File: config.mk
export PLATFORM = sky130hd
export DESIGN_NAME = mode_header_rx
export DESIGN_NICKNAME = d
export VERILOG_FILES = /design/src/rtl/mode_header_rx.sv
export SDC_FILE = /design/constraint.sdc
export NUM_CORES = 1
export LEC_CHECK = 0
export CAP_MARGIN = 20
export CORE_MARGIN = 8
export CORE_UTILIZATION = 45
export DETAILED_ROUTE_END_ITERATION = 16
export PLACE_DENSITY_LB_ADDON = 0.3
export REMOVE_ABC_BUFFERS = 1
export SLEW_MARGIN = 10
export SYNTH_ARGS = -nofsm -noshare
export SYNTH_HDL_FRONTEND = slang
export SYNTH_SLANG_ARGS = --single-unit
File: constraint.sdc
create_clock -name clk -period 5.2 [get_ports clk]
set_clock_uncertainty 0.15 [all_clocks]
set_input_delay 1.04 -clock clk [delete_from_list [all_inputs] [get_ports clk]]
set_output_delay 1.04 -clock clk [all_outputs]
set_load 0.02 [all_outputs]
File: src/rtl/mode_header_rx.sv
// Hunts the sync word, decodes and CRC-checks the M/SS/BW mode header, then gates payload bits.
// Latency: sof_rx/hdr_err two edges after the last header bit; pld_bit one edge after each payload din.
// Backpressure: none; din_valid paces every counter, long din_valid gaps in a frame abort to HUNT.
module mode_header_rx #(
    parameter int                  SYNC_LEN     = 16,
    parameter logic [SYNC_LEN-1:0] SYNC_WORD    = 16'hA5C3,
    parameter int                  PAYLOAD_BITS = 1024,
    parameter int                  TIMEOUT      = 4095,
    parameter int                  M_MAX        = 5,
    parameter int                  BW_MAX       = 4
) (
    input  logic       clk,
    input  logic       rst_n,
    input  logic       din,
    input  logic       din_valid,
    output logic [2:0] index_M,
    output logic [3:0] index_SS,
    output logic [2:0] index_BW,
    output logic       sof_rx,
    output logic       pld_bit,
    output logic       pld_valid,
    output logic       locked,
    output logic       hdr_err,
    output logic [7:0] err_cnt
);
    localparam int PCW = $clog2(PAYLOAD_BITS + 1);
    localparam int ICW = $clog2(TIMEOUT + 1);
    localparam logic [2:0] M_MAX3  = 3'(M_MAX);
    localparam logic [2:0] BW_MAX3 = 3'(BW_MAX);

    typedef enum logic [1:0] {HUNT, HEADER, PAYLOAD} state_t;
    state_t state, state_nxt;

    logic [SYNC_LEN-1:0] sync_sr, sync_shift;
    logic [12:0]         hdr_sr;
    logic [13:0]         hdr_full;
    logic [3:0]          hdr_cnt, crc, crc_upd;
    logic [PCW-1:0]      pld_cnt;
    logic [ICW-1:0]      idle_cnt;
    logic [9:0]          fld_q;
    logic                pend_good, pend_bad;
    logic                hdr_last, hdr_good, timeout, pld_last;

    always_comb begin
        sync_shift = {sync_sr[SYNC_LEN-2:0], din};
        hdr_full   = {hdr_sr, din};
        crc_upd    = {crc[2:0], 1'b0} ^ ((crc[3] ^ din) ? 4'b0011 : 4'b0000);
        hdr_last   = (state == HEADER) && din_valid && (hdr_cnt == 4'd13);
        // crc already covers all 10 field bits by the time the 14th bit arrives
        hdr_good   = (crc == hdr_full[3:0]) &&
                     (hdr_full[13:11] >= 3'd1) && (hdr_full[13:11] <= M_MAX3) &&
                     (hdr_full[10:7] != 4'd0) && (hdr_full[6:4] <= BW_MAX3);
        timeout    = (state != HUNT) && !din_valid && (idle_cnt == ICW'(TIMEOUT - 1));
        pld_last   = (pld_cnt == PCW'(PAYLOAD_BITS - 1));
    end

    always_comb begin
        state_nxt = state;
        case (state)
            HUNT:    if (din_valid && (sync_shift == SYNC_WORD)) state_nxt = HEADER;
            HEADER:  if (timeout) state_nxt = HUNT;
                     else if (hdr_last) state_nxt = hdr_good ? PAYLOAD : HUNT;
            PAYLOAD: if (timeout || (din_valid && pld_last)) state_nxt = HUNT;
            default: state_nxt = HUNT;
        endcase
    end

    always_ff @(posedge clk or negedge rst_n) begin
        if (!rst_n) state <= HUNT;
        else        state <= state_nxt;
    end

    always_ff @(posedge clk or negedge rst_n) begin
        if (!rst_n) begin
            sync_sr   <= '0;
            hdr_sr    <= '0;
            hdr_cnt   <= '0;
            crc       <= '0;
            pld_cnt   <= '0;
            idle_cnt  <= '0;
            fld_q     <= '0;
            pend_good <= 1'b0;
            pend_bad  <= 1'b0;
            index_M   <= 3'd1;
            index_SS  <= 4'd1;
            index_BW  <= 3'd0;
            sof_rx    <= 1'b0;
            hdr_err   <= 1'b0;
            err_cnt   <= 8'd0;
            pld_bit   <= 1'b0;
            pld_valid <= 1'b0;
            locked    <= 1'b0;
        end else begin
            // holding zero outside HUNT means every re-entry hunts on fresh bits only
            if (state != HUNT)  sync_sr <= '0;
            else if (din_valid) sync_sr <= sync_shift;

            if (state == HUNT) begin
                hdr_cnt <= '0;
                crc     <= '0;
            end else if ((state == HEADER) && din_valid) begin
                hdr_sr  <= hdr_full[12:0];
                hdr_cnt <= hdr_cnt + 4'd1;
                if (hdr_cnt < 4'd10) crc <= crc_upd;
            end

            pend_good <= hdr_last && hdr_good;
            pend_bad  <= hdr_last && !hdr_good;
            if (hdr_last) fld_q <= hdr_full[13:4];

            sof_rx  <= pend_good;
            hdr_err <= pend_bad;
            if (pend_good) begin
                index_M  <= fld_q[9:7];
                index_SS <= fld_q[6:3];
                index_BW <= fld_q[2:0];
            end
            if ((pend_bad || timeout) && (err_cnt != 8'hFF)) err_cnt <= err_cnt + 8'd1;

            if (din_valid)                    idle_cnt <= '0;
            else if (idle_cnt != ICW'(TIMEOUT)) idle_cnt <= idle_cnt + 1'b1;

            pld_valid <= (state == PAYLOAD) && din_valid;
            if ((state == PAYLOAD) && din_valid) pld_bit <= din;
            if (state != PAYLOAD) pld_cnt <= '0;
            else if (din_valid)   pld_cnt <= pld_cnt + 1'b1;

            locked <= (state == PAYLOAD);
        end
    end
endmodule
==> out/qor.yml, run 1 <==
setup_violations: 0
grt_max_degree: 73
fmax_ghz: 0.316
hold_path_class: "flip-flop to flip-flop"
grt_pass1_vias: 2809
ir_drop_v: 0.000149
relSlewSlack_pct: 39.9
holdBufCountCts: 0
cts_tree: "yes"
yosysWarningCount: 0
synthArstFlopShare_pct: 100
grt_use_total_pct: 12.5
layout_min_cycle_time_ns: 3.16
run_status: "complete, no violations"
ys_seq_area_share_pct: 57.6
final_common_cell: "dfrtp_1"
drtIter0Drc: 116
cp-start-kind: "input pin"
worst_pin_slew_ns: 0.901
final_cell_mix: "dfrtp_1, nand2_1, nor2_1"
synth_fa_ha_area_share_pct: 1.80
vias: 2805
drt_pre_antenna_iters: 4
fin_cells: 525
drive_gt1_share_pct: 12.6
required_ns: 5.29
worst_setup_path_end_kind: "flip-flop"
synth_edf_count: 0
core_area_um2: 9110
gp_routability_congestion: 0.791
crit_fanout: 20
numClockSinks: 96
synth_area_um2: 4180
cts_setup_buffers: 0
path_class: "input pin to flip-flop"
dieArea_um2: 12600
clock_latency_ns: 0.35
ys_seq_elements: 96
io_buffers: 26
setup_tns_ns: 0
synthXorXnorAreaFrac_pct: 4.61
viasPerCell: 5.34
clk_path_buf_depth: 2
grt_overflow_total: 0
finalHoldViolCount: 0
dpl.hpwl_um: 4950
die_w_um: 112
cts_resized: 0
p_per_area_nw_per_um2: 293
slew_violations: 0
arrival_ns: 3.25
area_growth_syn_to_layout_pct: 13.8
antenna_found_initial: 0
synth_top_family_by_area: "simple AND/OR/NAND/NOR gates"
drcViolationCount: 0
p_leak_nw: 2.20
synth_cells: 381
max_cap_violations: 0
synthMuxAreaShare_pct: 9.76
ant_nets: 0
finalNetCount: 419
dpl-instance-area_um2: 4550
finalInstanceArea_um2: 4760
io_pins: 27
die_h_um: 112
clk_pin_slew_ns: 0.09
finalCritPeriodShare_pct: 60.8
synth-compound-area-share_pct: 5.60
yosys.area_share.simple_pct: 19.0
rsz0062_at_grt: "no"
numCtsBuffers: 9
fp-row-count: 35
initial_utilization_pct: 45.9
num_antenna_cells: 0
grt_pass1_wl_um: 13000
wl_per_cell_um: 14.1
dpl.cell_count: 509
synthFlopType: "dfrtp_1"
synth_cell_type_count: 42
cts-root-buf: "clkbuf_8"
syn_avg_cell_area_um2: 11.0
htree_num_levels: 3
finalWirelength_um: 7410
[path summary, 6_finish.rpt]
kind / from / to / slack [ns] / cells after the start
hold reg to reg: pend_bad$_DFF_PN0_ / hdr_err$_DFF_PN0_ / 0.28 / 0
setup reg to reg: state[1]$_DFFE_PN0P_ / fld_q[8]$_DFFE_PN0P_ / 2.52 / 4
hold / removal: pend_bad$_DFF_PN0_ / hdr_err$_DFF_PN0_ / 0.28 / 0
min in group asynchronous: rst_n / pld_cnt[4]$_DFFE_PN0P_ / 0.65 / 1
max in group asynchronous: rst_n / index_M[0]$_DFFE_PN1P_ / 3.32 / 2
setup / recovery: din_valid / fld_q[8]$_DFFE_PN0P_ / 2.04 / 4
[Yosys cell counts, types with 2 or more instances]
master | number | area share (%)
dfrtp_1 | 94 | 56
o21ai_0 | 10 | 1.2
and2_1 | 2 | 0.30
xor2_1 | 14 | 2.9
a21oi_1 | 7 | 0.84
nor2b_1 | 3 | 0.45
dfstp_2 | 2 | 1.3
xnor2_1 | 8 | 1.7
nor2_1 | 47 | 4.2
nand4b_1 | 2 | 0.42
or3_1 | 3 | 0.45
nor4_1 | 4 | 0.60
clkbuf_1 | 8 | 0.72
inv_1 | 6 | 0.54
nand2b_1 | 2 | 0.30
nand4_1 | 9 | 1.3
ha_1 | 6 | 1.8
and4_1 | 2 | 0.42
o21a_1 | 4 | 0.72
a31oi_1 | 8 | 1.2
nand2_1 | 53 | 4.8
buf_1 | 4 | 0.36
and3_1 | 2 | 0.30
a41oi_1 | 3 | 0.63
mux2_2 | 22 | 5.9
nand3_1 | 18 | 2.2
mux2i_1 | 16 | 3.8
nor3_1 | 8 | 0.96
[per-layer routing]
| metal | vias to the layer above | track usage, % | wire (um) |
|---|---|---|---|
| met5 | - | 0 | 0 |
| met2 | 30 | 21.1 | 3670 |
| met4 | 0 | 4.68 | 92 |
| li1 | 1370 | - | - |
| met3 | 6 | 3.44 | 237 |
| met1 | 1399 | 15.0 | 3410 |
[cells by family after synthesis]
family	Yosys count
AND/OR/NAND/NOR	165
XOR/XNOR	22
multiplexers	38
buffers and inverters	18
adder cells (fa/ha/maj)	6
flip-flops	96
AO/OA/AOI/OAI	36
[registers in the layout, indices dropped and copies added, names as in the netlist]
| name | count |
|---|---|
| index_BW | 3 |
| err_cnt | 8 |
| fld_q | 10 |
| index_SS | 4 |
| pld_bit | 1 |
| sync_sr | 15 |
| hdr_err | 1 |
| pld_cnt | 11 |
| idle_cnt | 12 |
| crc | 4 |
| index_M | 3 |
| locked | 1 |
| pend_good | 1 |
| pld_valid | 1 |
| pend_bad | 1 |
| hdr_sr | 13 |
| state | 2 |
| sof_rx | 1 |
| hdr_cnt | 4 |
[power by group]
group	switching (W)	internal [W]	total [W]	leakage, nW
sequential	0.0000304	0.000775	0.000806	1.30
clock	0.000258	0.000239	0.000498	0.0966
combinational	0.0000523	0.0000363	0.0000886	0.807
[metrics by stage]
stage                     util, %  power (W)  worst slack, ns  hold slack, ns
after floorplan                 -   0.000869             2.60           0.204
after global routing         52.2    0.00145             1.89           0.301
after CTS                    52.2    0.00141             2.05           0.276
after detailed placement     50.0   0.000912             1.65           0.252
after global placement       50.0   0.000906             1.71           0.256
final                        52.2    0.00139             2.04           0.282
[worst max-delay path, stage by stage]
cell and delay (ns):
clkdlybuf4s50_1 0.47, and2_1 0.55, nand4_1 0.68, mux2_2 0.50
[final cells by class]
| cell class | instances | area [um^2] |
|---|---|---|
| clock inverters | 5 | 62.6 |
| flip-flops and latches | 96 | 2400 |
| well taps | 111 | 139 |
| multi-input cells | 267 | 1710 |
| inverters | 6 | 22.5 |
| clock buffers | 11 | 141 |
| fillers | 823 | 4350 |
| repair buffers | 29 | 280 |
No activity file was read; power rests on OpenSTA's default activity.
==> run 2: changes to the inputs <==
Clock period 5.2 ns to 2.85 ns, I/O delays scaled along.
==> run 2 against run 1 <==
  * Sequential share of layout area down 0.49 points
  * Non-clock buffer count is 4 higher
  * Combinational power increased by 92%
  * Utilization up 0.51 points
  * Total power is 80% higher
  * Critical path depth shrank 3
  * Highest routed layer unchanged
  * Via count grew 1.8%
  * Global-route usage increased by 0.091 points
  * Worst hold slack got worse by 0.26 ns
  * Die area did not move
  * Sequential cell count unchanged
  * Setup slack worse by 1.4 ns
==> out/qor.yml, run 2 (synthesis results as in run 1) <==
wl_per_cell_um: 13.9
place_ws_ns: 0.328
grt_use_total_pct: 12.6
io_pins: 27
clk_pin_slew_ns: 0.10
fmax_ghz: 0.448
grt_pass1_vias: 2892
finalWirelength_um: 7330
crit_end: "err_cnt[2]"
path_cells: "clkdlybuf4s50_1"
drcViolationCount: 0
area_growth_syn_to_layout_pct: 14.9
fillerInstances: 823
max_cap_violations: 0
power_frac_seq_pct: 58.7
final_cell_mix: "dfrtp_1, nand2_1, nor2_1"
top_regs: "sync_sr: 15 flops, hdr_sr: 13 flops, idle_cnt: 12 flops"
clk_path_buf_depth: 2
die_h_um: 112
relSlewSlack_pct: 60.0
antenna_found_initial: 0
finalInstanceArea_um2: 4800
cts-root-buf: "clkbuf_8"
fin_util_pct: 52.7
critPathSlowestCell: "clkdlybuf4s50_1"
internal_power_w: 0.00185
critPathTopFamily: "buffers and inverters"
worst_setup_path_end_kind: "output port"
numClockSinks: 96
setup_tns_ns: 0
setup_slack_ns: 0.620
max_stage_delay_ns: 0.66
worst_pin_slew_ns: 0.595
grt_max_degree: 43
die_w_um: 112
numCtsBuffers: 9
p_per_area_nw_per_um2: 522
dieArea_um2: 12600
regMostFlops: "sync_sr"
final_common_cell: "dfrtp_1"
setup_violations: 0
required_ns: 2.13
dpl.hpwl_um: 5140
rsz0062_at_grt: "no"
run_status: "complete, no violations"
cts_resized: 0
clock_latency_ns: 0.35
ir_drop_v: 0.000278
initial_utilization_pct: 45.9
cts_tree: "yes"
power.share.clock_pct: 34.5
htree_num_levels: 3
grt_pass1_wl_um: 13300
ant_nets: 0
hold_path_class: "input pin to asynchronous set/reset pin"
num_antenna_cells: 0
r2r_slack_ns: 0.81
slew_violations: 0
holdBufCountCts: 0
crit_fanout: 8
finalNetCount: 423
p_total_w: 0.00251
cp-start-kind: "flip-flop"
grt_overflow_total: 0
layout_min_cycle_time_ns: 2.23
p_switching_w: 0.000654
dpl-instance-area_um2: 4610
p_leak_nw: 2.24
r2r_end: "err_cnt[1]$_DFFE_PN0P_"
drtIter0Drc: 112
power_frac_comb_pct: 6.8
p_sw_share_pct: 26.1
path_class: "flip-flop to output port"
startpoint: "err_cnt[2]$_DFFE_PN0P_"
viasPerCell: 5.40
cts_setup_buffers: 0
gp_routability_congestion: 0.790
path_buf_inv: 1
finalCritPeriodShare_pct: 78.3
arrival_ns: 1.51
largest_register_ffs: 15
drive_gt1_share_pct: 13.6
core_area_um2: 9110
r2r_start: "idle_cnt[4]$_DFFE_PN0P_"
cp.depth: 1
ff2ff_path_depth: 5
io_buffers: 26
vias: 2855
drt_pre_antenna_iters: 5
finalHoldViolCount: 0
fp-row-count: 35
-- run 2: changes by cell type in the layout (fill, tap and decap cells not counted), moves of 2 or more --
cell,delta
buf_12,+2
buf_4,+2
inv_8,+2
clkinvlp_4,-2
-- run 2: worst min-delay path by stage --
stage,end,slack [ns],cells after the start
finish,idle_cnt[9]$_DFFE_PN0P_,0.02,1
global route,fld_q[7]$_DFFE_PN0P_,0.05,1
CTS,idle_cnt[9]$_DFFE_PN0P_,0.03,1
detailed placement,hdr_err$_DFF_PN0_,0.23,0
global placement,hdr_err$_DFF_PN0_,0.23,0
floorplan,crc[0]$_DFFE_PN0P_,0.12,0
-- run 2: cell type report --
| type | instances | area [um^2] | area share, % |
|---|---|---|---|
| Clock buffer | 10 | 138 | 2.87 |
| Sequential cell | 96 | 2400 | 50.1 |
| Multi-Input combinational cell | 267 | 1710 | 35.5 |
| Timing Repair Buffer | 33 | 335 | 6.98 |
| Tap cell | 111 | 139 | 2.89 |
| Clock inverter | 6 | 57.6 | 1.20 |
| Inverter | 6 | 22.5 | 0.469 |
-- run 2: through the flow --
stage	std cells	hold slack, ns
after floorplan	369	0.124
after global placement	513	0.233
after detailed placement	513	0.234
after CTS	529	0.0315
after global routing	529	0.0468
final	529	0.0235
-- run 2: metal layers --
| layer | global-route usage [%] | share of wire (%) | routed length [um] |
|---|---|---|---|
| met5 | 0 | 0 | 0 |
| met4 | 5.13 | 1.6 | 120 |
| met3 | 2.42 | 2.5 | 186 |
| met2 | 20.9 | 48 | 3530 |
| met1 | 15.9 | 48 | 3490 |
-- run 2: worst register-to-register path, delay by kind of cell (launching register included) --
family,cells,cell delay [ns]
AND/OR/NAND/NOR,3,0.79
flip-flops,1,0.41
multiplexers,1,0.35
AO/OA/AOI/OAI,1,0.25
-- run 2: power groups by stage --
| stage | registers, W | logic, W | clock network, W |
|---|---|---|---|
| after floorplan | 0.00149 | 0.0000981 | 0 |
| after global placement | 0.00149 | 0.000167 | 0 |
| after detailed placement | 0.00150 | 0.000174 | 0 |
| after CTS | 0.00147 | 0.000176 | 0.000895 |
| after global routing | 0.00148 | 0.000198 | 0.000951 |
| final | 0.00147 | 0.000170 | 0.000866 |
==> run 3: changes to the inputs <==
Clock period 2.85 ns to 2.2 ns, I/O delays scaled along.
==> run 3 against run 2 <==
  * Via count fell by 0.53%
  * Total power rose by 35%
  * Routed wire length rose by 2.6%
  * Count of clock-buffer cells in the layout fell by 1
  * Clock power rose by 45%
  * Die area did not move
  * Worst hold slack improved by 0.25 ns
  * Non-clock buffer count rose by 10
  * Sequential share of layout area fell by 1.1 points
  * Largest power group unchanged
  * Design area rose by 2.2%
  * Register-to-register slack got worse by 0.57 ns
==> out/qor.yml, run 3 (synthesis results as in run 1) <==
relSlewSlack_pct: 67.4
critPathSlowestCell: "clkdlybuf4s50_1"
drt_pre_antenna_iters: 4
cts_tree: "yes"
drtIter0Drc: 72
grt_pass1_wl_um: 13700
core_area_um2: 9110
run_status: "complete, no violations"
regMostFlops: "sync_sr"
grt_overflow_total: 0
clk_path_buf_depth: 2
die_h_um: 112
setup_violations: 0
wl_per_cell_um: 13.9
antenna_found_initial: 0
required_ns: 1.61
fin_cells: 539
dpl.hpwl_um: 5230
p_per_area_nw_per_um2: 692
cts_resized: 0
worst_setup_path_end_kind: "output port"
grt_max_degree: 38
io_buffers: 26
finalHoldViolCount: 0
area_growth_syn_to_layout_pct: 17.4
die_w_um: 112
cp.depth: 1
holdBufCountCts: 1
timing.hold.ws_ns: 0.275
path_cells: "clkdlybuf4s50_1"
arrival_ns: 1.51
dpl.cell_count: 522
cp-start-kind: "flip-flop"
final_cell_mix: "dfrtp_1, nand2_1, nor2_1"
max_cap_violations: 0
io_pins: 27
drcViolationCount: 0
hold_path_class: "flip-flop to flip-flop"
numClockSinks: 96
worst_pin_slew_ns: 0.489
layout_min_cycle_time_ns: 2.10
crit_end: "index_M[0]"
cts_setup_buffers: 0
drive_gt1_share_pct: 15.4
grt_use_total_pct: 13.1
ir_drop_v: 0.000325
vias: 2840
dieArea_um2: 12600
grt_pass1_vias: 2997
viasPerCell: 5.27
ff2ff_path_depth: 5
top_regs: "sync_sr: 15 flops, hdr_sr: 13 flops, idle_cnt: 12 flops"
path_class: "flip-flop to output port"
max_stage_delay_ns: 0.60
htree_num_levels: 3
gp_routability_congestion: 0.788
crit_fanout: 2
finalCritPeriodShare_pct: 95.5
finalWirelength_um: 7520
critPathTopFamily: "buffers and inverters"
finalNetCount: 433
r2r_start: "idle_cnt[9]$_DFFE_PN0P_"
ant_nets: 0
final_common_cell: "dfrtp_1"
largest_register_ffs: 15
r2r_slack_ns: 0.24
r2r_end: "err_cnt[1]$_DFFE_PN0P_"
num_antenna_cells: 0
numCtsBuffers: 9
fmax_ghz: 0.476
cts-root-buf: "clkbuf_8"
rsz0062_at_grt: "no"
p_total_w: 0.00339
startpoint: "index_M[0]$_DFFE_PN1P_"
clock_latency_ns: 0.37
fp-row-count: 35
slew_violations: 0
clk_pin_slew_ns: 0.10
path_buf_inv: 1
initial_utilization_pct: 45.9
p_leak_nw: 2.30
fin_util_pct: 53.9
-- run 3: how the worst min path moves through the flow --
stage / cells after the start / endpoint / from / slack, ns
finish: 0 / hdr_err$_DFF_PN0_ / pend_bad$_DFF_PN0_ / 0.28
global placement: 0 / hdr_err$_DFF_PN0_ / pend_bad$_DFF_PN0_ / 0.25
detailed placement: 0 / hdr_err$_DFF_PN0_ / pend_bad$_DFF_PN0_ / 0.24
floorplan: 0 / crc[0]$_DFFE_PN0P_ / rst_n / -0.006
global route: 0 / hdr_err$_DFF_PN0_ / pend_bad$_DFF_PN0_ / 0.29
CTS: 0 / hdr_err$_DFF_PN0_ / pend_bad$_DFF_PN0_ / 0.27
-- run 3: layer usage --
layer | share of wire, % | GRT usage, % | wire [um]
met4 | 1.7 | 5.76 | 131
met1 | 46 | 15.5 | 3430
met2 | 49 | 22.4 | 3670
met5 | 0 | 0 | 0
met3 | 3.8 | 3.06 | 286
-- run 3: power by group --
group          internal, W  total (W)  switching [W]
Combinational     0.000103   0.000232       0.000129
Clock             0.000565    0.00126       0.000693
Sequential         0.00183    0.00191      0.0000728
Total              0.00250    0.00339       0.000894
-- run 3: final cells by class --
type / count / area, um^2
well taps: 111 / 139
flip-flops and latches: 96 / 2400
multi-input cells: 267 / 1710
clock inverters: 7 / 97.6
repair buffers: 43 / 413
inverters: 6 / 22.5
fillers: 824 / 4200
clock buffers: 9 / 124
-- run 3: stage by stage --
stage               instance area [um^2]  TNS (ns)  setup slack [ns]
floorplan                           4130   -0.0814           -0.0814
global placement                    4670   -0.0841           -0.0634
detailed placement                  4670    -0.329           -0.0746
CTS                                 4910         0            0.0628
global route                        4910         0            0.0444
finish                              4910         0            0.0982
